[config.mk]
export PLATFORM = sky130hd
export DESIGN_NAME = p_s
export DESIGN_NICKNAME = d
export VERILOG_FILES = /design/src/rtl/p_s_pkg.sv /design/src/rtl/p_s_fifo.sv /design/src/rtl/p_s.sv
export SDC_FILE = /design/constraint.sdc
export NUM_CORES = 1
export LEC_CHECK = 0
export CAP_MARGIN = 15
export CELL_PAD_IN_SITES_DETAIL_PLACEMENT = 0
export CELL_PAD_IN_SITES_GLOBAL_PLACEMENT = 1
export CORE_ASPECT_RATIO = 1.25
export CORE_MARGIN = 10
export CORE_UTILIZATION = 47
export DETAILED_ROUTE_END_ITERATION = 10
export PLACE_DENSITY = 0.78
export SYNTH_ARGS = -nofsm -noshare
export SYNTH_HDL_FRONTEND = slang
export SYNTH_HIERARCHICAL = 1
export SYNTH_SLANG_ARGS = --single-unit
[constraint.sdc]
create_clock -name clk -period 15.6 [get_ports clk]
set_input_delay 3.12 -clock clk [delete_from_list [all_inputs] [get_ports clk]]
set_output_delay 3.12 -clock clk [all_outputs]
set_load 0.005 [all_outputs]
[src/rtl/p_s_pkg.sv]
// Shared constants and state encoding for the p_s parallel-to-serial stage.
package p_s_pkg;
    localparam int WORD_W     = 34;
    localparam int NUM_WORDS  = 4;
    localparam int GROUP_W    = WORD_W * NUM_WORDS;
    localparam int FIFO_DEPTH = 2;
    localparam int WCNT_W     = $clog2(NUM_WORDS);

    typedef enum logic {
        IDLE  = 1'b0,
        SHIFT = 1'b1
    } state_e;
endpackage

[src/rtl/p_s_fifo.sv]
// Group-wide synchronous FIFO holding groups waiting for the serializer.
module p_s_fifo
    import p_s_pkg::*;
#(
    parameter int W     = GROUP_W,
    parameter int DEPTH = FIFO_DEPTH
) (
    input  logic                     clk_i,
    input  logic                     rst_i,
    input  logic                     push_i,
    input  logic                     pop_i,
    input  logic [W-1:0]             din_i,
    output logic [W-1:0]             dout_o,
    output logic                     full_o,
    output logic                     empty_o,
    output logic [$clog2(DEPTH):0]   count_o
);
    localparam int PTR_W = $clog2(DEPTH);
    localparam int CNT_W = PTR_W + 1;
    localparam logic [PTR_W-1:0] PTR_LAST = PTR_W'(DEPTH - 1);

    logic [W-1:0]     mem_q [DEPTH];
    logic [PTR_W-1:0] wr_ptr_q;
    logic [PTR_W-1:0] rd_ptr_q;
    logic [CNT_W-1:0] count_q;

    always_ff @(posedge clk_i) begin
        if (push_i) mem_q[wr_ptr_q] <= din_i;
    end

    // A push into a full FIFO is only issued together with a pop, so count stays put.
    always_ff @(posedge clk_i) begin
        if (rst_i) begin
            wr_ptr_q <= '0;
            rd_ptr_q <= '0;
            count_q  <= '0;
        end else begin
            if (push_i) wr_ptr_q <= (wr_ptr_q == PTR_LAST) ? '0 : wr_ptr_q + PTR_W'(1);
            if (pop_i)  rd_ptr_q <= (rd_ptr_q == PTR_LAST) ? '0 : rd_ptr_q + PTR_W'(1);
            case ({push_i, pop_i})
                2'b10:   count_q <= count_q + CNT_W'(1);
                2'b01:   count_q <= count_q - CNT_W'(1);
                default: count_q <= count_q;
            endcase
        end
    end

    assign dout_o  = mem_q[rd_ptr_q];
    assign full_o  = (count_q == CNT_W'(DEPTH));
    assign empty_o = (count_q == '0);
    assign count_o = count_q;
endmodule

[src/rtl/p_s.sv]
// Parallel-to-serial stage: buffers 136-bit groups from s_p and replays them
// as four 34-bit words over a valid/ready handshake.
module p_s
    import p_s_pkg::*;
#(
    parameter int DEPTH = FIFO_DEPTH
) (
    input  logic               clk,
    input  logic               rst,
    input  logic [GROUP_W-1:0] data_in_1,
    input  logic               p_s_flag_in,
    input  logic               out_ready,
    output logic [WORD_W-1:0]  data_out_1,
    output logic               p_s_valid_out,
    output logic               p_s_last_out,
    output logic               busy_out,
    output logic               overflow_out
);
    localparam int CNT_W = $clog2(DEPTH) + 1;
    localparam logic [WCNT_W-1:0] LAST_IDX   = WCNT_W'(NUM_WORDS - 1);
    localparam logic [WCNT_W-1:0] PENULT_IDX = WCNT_W'(NUM_WORDS - 2);

    state_e             state_q;
    logic [GROUP_W-1:0] shift_q;
    logic [WCNT_W-1:0]  word_cnt_q;
    logic               valid_q;
    logic               last_q;
    logic               busy_q;
    logic               ovf_q;

    logic [GROUP_W-1:0] head;
    logic               full;
    logic               empty;
    logic [CNT_W-1:0]   count;
    logic [CNT_W-1:0]   count_d;
    logic               last_hs;
    logic               pop;
    logic               push;
    logic               shift_d;

    assign last_hs = (state_q == SHIFT) && out_ready && (word_cnt_q == LAST_IDX);
    assign pop     = !rst && !empty && ((state_q == IDLE) || last_hs);
    assign push    = !rst && p_s_flag_in && (!full || pop);
    assign shift_d = (state_q == IDLE) ? !empty : !(last_hs && empty);

    always_comb begin
        count_d = count;
        if (push && !pop)      count_d = count + CNT_W'(1);
        else if (pop && !push) count_d = count - CNT_W'(1);
    end

    p_s_fifo #(
        .W     (GROUP_W),
        .DEPTH (DEPTH)
    ) u_fifo (
        .clk_i   (clk),
        .rst_i   (rst),
        .push_i  (push),
        .pop_i   (pop),
        .din_i   (data_in_1),
        .dout_o  (head),
        .full_o  (full),
        .empty_o (empty),
        .count_o (count)
    );

    // shift_q is cleared whenever no word is presented, so its top word doubles as data_out_1.
    always_ff @(posedge clk) begin
        if (rst) begin
            state_q    <= IDLE;
            shift_q    <= '0;
            word_cnt_q <= '0;
            valid_q    <= 1'b0;
            last_q     <= 1'b0;
            busy_q     <= 1'b0;
            ovf_q      <= 1'b0;
        end else begin
            busy_q <= shift_d || (count_d != '0);
            if (p_s_flag_in && full && !pop) ovf_q <= 1'b1;
            case (state_q)
                IDLE: begin
                    if (!empty) begin
                        state_q    <= SHIFT;
                        shift_q    <= head;
                        word_cnt_q <= '0;
                        valid_q    <= 1'b1;
                        last_q     <= 1'b0;
                    end
                end
                SHIFT: begin
                    if (out_ready) begin
                        if (word_cnt_q == LAST_IDX) begin
                            if (!empty) begin
                                shift_q    <= head;
                                word_cnt_q <= '0;
                                last_q     <= 1'b0;
                            end else begin
                                state_q <= IDLE;
                                shift_q <= '0;
                                valid_q <= 1'b0;
                                last_q  <= 1'b0;
                            end
                        end else begin
                            shift_q    <= shift_q << WORD_W;
                            word_cnt_q <= word_cnt_q + WCNT_W'(1);
                            last_q     <= (word_cnt_q == PENULT_IDX);
                        end
                    end
                end
                default: state_q <= IDLE;
            endcase
        end
    end

    assign data_out_1    = shift_q[GROUP_W-1 -: WORD_W];
    assign p_s_valid_out = valid_q;
    assign p_s_last_out  = last_q;
    assign busy_out      = busy_q;
    assign overflow_out  = ovf_q;
endmodule

==> results of run 1 <==
## worst max-delay path by stage
stage                                     endpoint  slack, ps  depth (start not counted)
floorplan             u_fifo/mem_q[0][0]$_DFFE_PP_       5720                          5
CTS                 u_fifo/mem_q[0][103]$_DFFE_PP_       9530                          6
finish               u_fifo/mem_q[0][44]$_DFFE_PP_       9550                          6
global placement     u_fifo/mem_q[0][21]$_DFFE_PP_       8970                          6
global route         u_fifo/mem_q[0][44]$_DFFE_PP_       9290                          6
detailed placement   u_fifo/mem_q[0][32]$_DFFE_PP_       8950                          6
## critical path: stages
cell and delay [ps]:
clkdlybuf4s50_1 800, and3b_1 420, inv_1 100, nor2_4 70, buf_4 700, buf_4 860
## routing by layer
| metal | part of all wire [%] | vias up | GRT usage [%] |
|---|---|---|---|
| met4 | 1.7 | 4 | 4.85 |
| li1 | - | 3940 | - |
| met2 | 47 | 228 | 24.0 |
| met5 | 0.096 | - | 0 |
| met1 | 45 | 4022 | 20.5 |
| met3 | 6.0 | 37 | 3.44 |
## stage by stage
step	instances	cell area, µm²	total power, µW	hold WS [ps]
2_1_floorplan	952	15800	1980	434
3_3_place_gp	1463	17600	2150	438
3_5_place_dp	1463	17600	2170	443
4_1_cts	1539	18900	3120	451
5_1_grt	1540	18900	3240	477
6_report	1540	18900	3090	447
## cell type report
cell class	count	area (µm²)	area share [%]
Clock inverter	17	134	0.709
Tap cell	418	523	2.77
Multi-Input combinational cell	434	4040	21.4
Clock buffer	59	1190	6.29
Timing Repair Buffer	186	1840	9.74
Sequential cell	420	11100	59.0
Inverter	5	18.8	0.0994
Antenna cell	1	2.50	0.0133
## where the power goes
part	internal [µW]	leakage (µW)	switching, µW
clock network	551	0.000642	405
registers	1380	0.00370	130
logic	351	0.00222	277
## cells in the final DEF (no fill, tap or decap), types with 9 or more instances in the layout
| master | count |
|---|---|
| clkdlybuf4s50_1 | 177 |
| nor2_1 | 10 |
| mux2_4 | 40 |
| clkbuf_1 | 12 |
| clkbuf_16 | 44 |
| a221o_1 | 99 |
| mux2_2 | 96 |
| and2_1 | 72 |
| a22o_1 | 34 |
| edfxtp_1 | 272 |
| and2_0 | 28 |
| dfxtp_1 | 147 |
| buf_4 | 9 |
## logic make-up (layout without fill, tap and decap cells)
logic type	after synthesis	in the layout
adder cells (fa/ha/maj)	3	3
flip-flops	420	420
AO/OA/AOI/OAI	152	152
XOR/XNOR	4	4
buffers and inverters	98	267
AND/OR/NAND/NOR	138	138
multiplexers	137	137
other	0	1
## registers in the layout, indices dropped and copies added, names as in the netlist, named ones only
name and flops:
word_cnt_q 2, u_fifo/mem_q 272, shift_q 136, u_fifo/count_o 2, u_fifo/wr_ptr_q 1, busy_out 1, u_fifo/rd_ptr_q 1, p_s_valid_out 1
overflow_out 1, state_q 1, p_s_last_out 1
==> summary.txt, run 1 <==
Timing
  – Setup ws final: 9550 ps
  – Total negative slack: 0 ps
  – Final Hold Fails: 0
  – Final period util: 38.8%
  – Final Max Slew Viols: 0
  – Slew of the pin with the lowest slew margin: 1150 ps
  – Fin crit period: 6050 ps
  – Relative slew slack: 23.3%
  – Final setup fails: 0
  – Fmax: 0.165 GHz
  – Fin Clk Skew: 19.2 ps
  – RSZ-0062 raised after global routing: no

Worst setup path
  – CP Max Fanout: 71
  – Data required time of the worst path: 15760 ps
  – CP Capture Type: flip-flop
  – FF-to-FF End: u_fifo/mem_q[0][44]$_DFFE_PP_
  – Crit path launch: rst
  – Reg2Reg Depth: 8
  – Reg2reg start: word_cnt_q[0]$_SDFFE_PP0P_
  – Arr. time, crit path: 6210 ps
  – Setup slack, reg-to-reg: 12040 ps
  – Critical path launch point type: input port
  – Kind of critical path: in2reg

Routing
  – Detailed Route Iter0 Violations: 703
  – DR vias/cell: 5.34
  – DRT Wirelength: 32.3 mm
  – Vias: 8231
  – Post-route ant nets: 0
  – Wire per inst: 21.0 µm
  – DRT Pass-1 Iters: 4
  – # DRC: 0

Synth
  – Cells after Synth: 952
  – Post-synthesis compound-gate area fraction: 8.98%
  – Largest area contributor in the netlist: edfxtp_1
  – Synth warnings: 6
  – Commonest cells post-synth: 272 x edfxtp_1, 148 x dfxtp_1, 99 x a221o_1
  – Largest family of logic cells by synthesized area: multiplexers
  – Post-synthesis mux area share: 10.7%
  – Seq cells post-synth: 420
  – Seq/Total Area, Yosys: 70.7%
  – Synthesized Nets: 1095
  – Synthesized area: 0.0158 mm²
  – Top-area cell type share of the netlist area: 51.9%
  – Number of flops mapped to enable cells by yosys: 272
  – Simple-gate area share of the yosys netlist: 5.37%
  – Synth area leaders: edfxtp_1 52%, dfxtp_1 19%, mux2_2 6.9%
  – Top-count cell post-synth: edfxtp_1
  – Primary FF master, synth: edfxtp_1
  – Post-Synth XOR/XNOR Area: 0.222%
  – Ys async rst share: 0%
  – Syn Area/Cell: 16.5 µm²
  – Adder-cell share of the synthesized area: 0.238%
  – Distinct cells, synth: 39

Clock network
  – CTS tree: built
  – Clk buf depth: 3
  – Sink Count: 420
  – Clock Latency Late Sink: 540 ps
  – Number of gates resized after CTS: 0
  – CTS Hold Bufs: 0
  – # Post-CTS Setup Buffers: 0
  – TritonCTS buffer count: 41
  – Worst-path clk slew: 60 ps
  – Htree depth: 2
  – Clock Tree Root: clkbuf_16

Layout
  – Share of layout cells above drive strength 1: 19.0%
  – Area Overhead vs Synth: 19.9%
  – Core Util, Final: 57.4%
  – Fillcell total: 2482
  – Final nets: 1231

Placement
  – Post-place setup slack: 8950 ps
  – Port Buffers: 177
  – Gpl congestion: 0.744
  – Post-DP HPWL: 19.7 mm

Job
  – Maxcap violations: 0

Die
  – Chip height: 225 µm
  – Initial Util: 47.9%
  – Site Rows: 74
  – Number of top-level pins: 178
  – Die width: 184 µm
  – DIE AREA: 0.0413 mm²
  – Core area: 0.0329 mm²

GRT
  – Pin count of the biggest net entering global routing: 100
  – Vias in the first global route: 8449
  – Tot GR Track Use: 15.2%
  – Total grt overflow: 0
  – First-pass GRT wire length: 49.5 mm
  – Initial antenna violation count: 3

Pwr
  – Lkg Pwr: 0.00656 µW
  – PwrDens: 164 mW/mm²
  – Peak VDD IR: 0.0905 mV

Min path
  – Worst Hold Class: reg2reg
  – Hold Path End: overflow_out$_SDFFE_PP0P_
  – WHS Path Cells: 2
  – Hold Path Origin: overflow_out$_SDFFE_PP0P_

Run status
  – Status: complete, no violations
No activity file was read; power rests on OpenSTA's default activity.
==> run 2, diff against run 1 <==
--- a/config.mk
+++ b/config.mk
@@ -10,9 +10,9 @@
 export CELL_PAD_IN_SITES_GLOBAL_PLACEMENT = 1
 export CORE_ASPECT_RATIO = 1.25
 export CORE_MARGIN = 10
-export CORE_UTILIZATION = 47
+export CORE_UTILIZATION = 43
 export DETAILED_ROUTE_END_ITERATION = 10
-export PLACE_DENSITY = 0.78
+export PLACE_DENSITY = 0.75
 export SYNTH_ARGS = -nofsm -noshare
 export SYNTH_HDL_FRONTEND = slang
 export SYNTH_HIERARCHICAL = 1
==> constraint.sdc (replaced) <==
create_clock -name clk -period 5.3 [get_ports clk]
set_input_delay 1.06 -clock clk [delete_from_list [all_inputs] [get_ports clk]]
set_output_delay 1.06 -clock clk [all_outputs]
set_load 0.005 [all_outputs]
==> run 2 against run 1 <==
  * Combinational power increased to 3.1 times the previous value
  * Flip-flop and latch count is the same
  * Global-route usage down 0.93 points
  * Sequential power grew to 2.9 times the previous value
  * Sequential share of layout area fell by 0.85 points
  * Worst setup slack worse by 7400 ps
  * Critical path depth decreased by 2
  * Die area rose by 8.4%
  * Register-to-register slack worse by 9600 ps
  * Count of clock-buffer cells in the layout is 8 lower
  * Clock power grew to 3.2 times the previous value
==> summary.txt, run 2 (same netlist as run 1, synthesis figures left out) <==
Run status
  – Status: complete, no violations (unchanged)

Worst setup path
  – Reg2Reg Depth: 5 (was 8)
  – Critical path launch point type: input port (unchanged)
  – FF-to-FF End: shift_q[128]$_SDFFE_PP0P_ (was u_fifo/mem_q[0][44]$_DFFE_PP_)
  – Setup slack, reg-to-reg: 2430 ps (was 12040 ps)
  – CP Max Fanout: 24 (was 71)
  – Data required time of the worst path: 5780 ps (was 15760 ps)
  – CP Capture Type: flip-flop (unchanged)
  – Kind of critical path: in2reg (unchanged)
  – Reg2reg start: u_fifo/count_o[0]$_SDFFE_PP0P_ (was word_cnt_q[0]$_SDFFE_PP0P_)
  – Arr. time, crit path: 3610 ps (was 6210 ps)

Routing
  – DRT Wirelength: 32.6 mm (was 32.3 mm)
  – Max Used Layer: met5 (unchanged)
  – DR vias/cell: 5.14 (was 5.34)
  – DRT Pass-1 Iters: 5 (was 4)
  – Vias: 8229 (was 8231)
  – Post-route ant nets: 0 (unchanged)
  – Wire per inst: 20.4 µm (was 21.0 µm)
  – Met2 Routed Length: 15.2 mm (was 15.1 mm)
  – Detailed Route Iter0 Violations: 524 (was 703)
  – Met3 WL: 2.02 mm (was 1.94 mm)
  – M1 wire length: 14.7 mm (was 14.6 mm)
  – # DRC: 0 (unchanged)

GRT
  – First-pass GRT wire length: 49.8 mm (was 49.5 mm)
  – Tot GR Track Use: 14.3% (was 15.2%)
  – Pin count of the biggest net entering global routing: 137 (was 100)
  – Vias in the first global route: 8449 (unchanged)
  – Initial antenna violation count: 2 (was 3)
  – Total grt overflow: 0 (unchanged)

Clock network
  – Clk buf depth: 3 (unchanged)
  – CTS Hold Bufs: 0 (unchanged)
  – Number of gates resized after CTS: 0 (unchanged)
  – Clock Latency Late Sink: 550 ps (was 540 ps)
  – CTS tree: built (unchanged)
  – TritonCTS buffer count: 41 (unchanged)
  – Worst-path clk slew: 60 ps (about the same)
  – # Post-CTS Setup Buffers: 0 (unchanged)
  – Clock Tree Root: clkbuf_16 (unchanged)
  – Htree depth: 2 (unchanged)
  – Sink Count: 420 (unchanged)

Min path
  – WHS Path Cells: 2 (unchanged)
  – Hold Path End: p_s_last_out$_SDFFE_PP0P_ (was overflow_out$_SDFFE_PP0P_)
  – Worst Hold Class: reg2reg (unchanged)
  – Hold Path Origin: p_s_last_out$_SDFFE_PP0P_ (was overflow_out$_SDFFE_PP0P_)

Timing
  – Final Max Slew Viols: 0 (unchanged)
  – Fin crit period: 3130 ps
  – RSZ-0062 raised after global routing: no (unchanged)
  – Final setup fails: 0 (unchanged)
  – Relative slew slack: 24.2% (was 23.3%)
  – Final Hold Fails: 0 (unchanged)
  – Fmax: 0.319 GHz
  – Slew of the pin with the lowest slew margin: 1130 ps (was 1150 ps)
  – Final period util: 59.1%
  – Total negative slack: 0 ps (unchanged)
  – Fin Clk Skew: 15.0 ps (was 19.2 ps)

Die
  – Number of top-level pins: 178 (unchanged)
  – Initial Util: 43.5% (was 47.9%)
  – DIE AREA: 0.0447 mm² (was 0.0413 mm²)
  – Die width: 191 µm (was 184 µm)
  – Site Rows: 78 (was 74)
  – Core area: 0.0362 mm² (was 0.0329 mm²)
  – Chip height: 234 µm (was 225 µm)

Pwr
  – Lkg Pwr: 0.00666 µW (was 0.00656 µW)
  – PwrDens: 491 mW/mm² (was 164 mW/mm²)
  – Peak VDD IR: 0.269 mV (was 0.0905 mV)

Layout
  – Max reg flops: 272 (unchanged)
  – Register with the most flip-flops: u_fifo/mem_q (unchanged)
  – Area Overhead vs Synth: 21.6% (was 19.9%)
  – Core Util, Final: 52.9% (was 57.4%)
  – Commonest non-fill, non-tap cell in the layout: edfxtp_1 (unchanged)
  – Antenna diodes: 0 (was 1)
  – Fillcell total: 2977 (was 2482)
  – Largest regs: u_fifo/mem_q x272, shift_q x136 (unchanged)
  – Share of layout cells above drive strength 1: 19.8% (was 19.0%)
  – Final nets: 1232 (was 1231)
  – Commonest cells after routing, fill and taps aside: 272 x edfxtp_1, 177 x clkdlybuf4s50_1, 147 x dfxtp_1 (unchanged)

Placement
  – Post-DP HPWL: 19.8 mm (was 19.7 mm)
  – Port Buffers: 177 (unchanged)
  – Gpl congestion: 0.730 (was 0.744)

Job
  – Maxcap violations: 0 (unchanged)
-- run 2: power breakdown --
group | internal, µW | switching [µW]
clock network | 1830 | 1210
logic | 1060 | 890
registers | 4060 | 349
-- run 2: worst max path at each step --
| stage | to | start | slack (ps) |
|---|---|---|---|
| 2_1_floorplan | u_fifo/mem_q[1][0]$_DFFE_PP_ | out_ready | 200 |
| 4_1_cts | shift_q[133]$_SDFFE_PP0P_ | rst | 2160 |
| 6_report | shift_q[128]$_SDFFE_PP0P_ | rst | 2170 |
| 3_5_place_dp | shift_q[99]$_SDFFE_PP0P_ | rst | 1590 |
| 5_1_grt | shift_q[128]$_SDFFE_PP0P_ | rst | 2020 |
| 3_3_place_gp | shift_q[65]$_SDFFE_PP0P_ | rst | 1660 |
-- run 2: cell type report --
type | count | area (µm²) | area share, %
Inverter | 5 | 18.8 | 0.0980
Sequential cell | 420 | 11100 | 58.1
Multi-Input combinational cell | 434 | 4040 | 21.1
Tap cell | 480 | 601 | 3.13
Timing Repair Buffer | 187 | 1920 | 10.0
Clock buffer | 51 | 1180 | 6.16
Clock inverter | 25 | 260 | 1.36
-- run 2: critical path, cell delays in order --
cell and delay (ps):
clkdlybuf4s50_1 810, nor3_4 1090, buf_4 440, a221o_1 200
-- run 2: layer usage --
metal	vias to the layer above	track usage [%]
met4	4	4.74
li1	3946	-
met3	47	3.63
met5	-	0
met2	192	22.4
met1	4040	19.0
-- run 2: stage by stage --
step	hold WS, ps	instance area, µm²	instances	power [µW]	worst slack [ps]
after detailed placement	452	17700	1526	6460	1590
after CTS	469	19200	1602	9520	2160
final	465	19200	1602	9410	2170
after floorplan	434	15800	952	5830	196
after global placement	438	17700	1526	6410	1660
after global routing	478	19200	1602	9840	2020
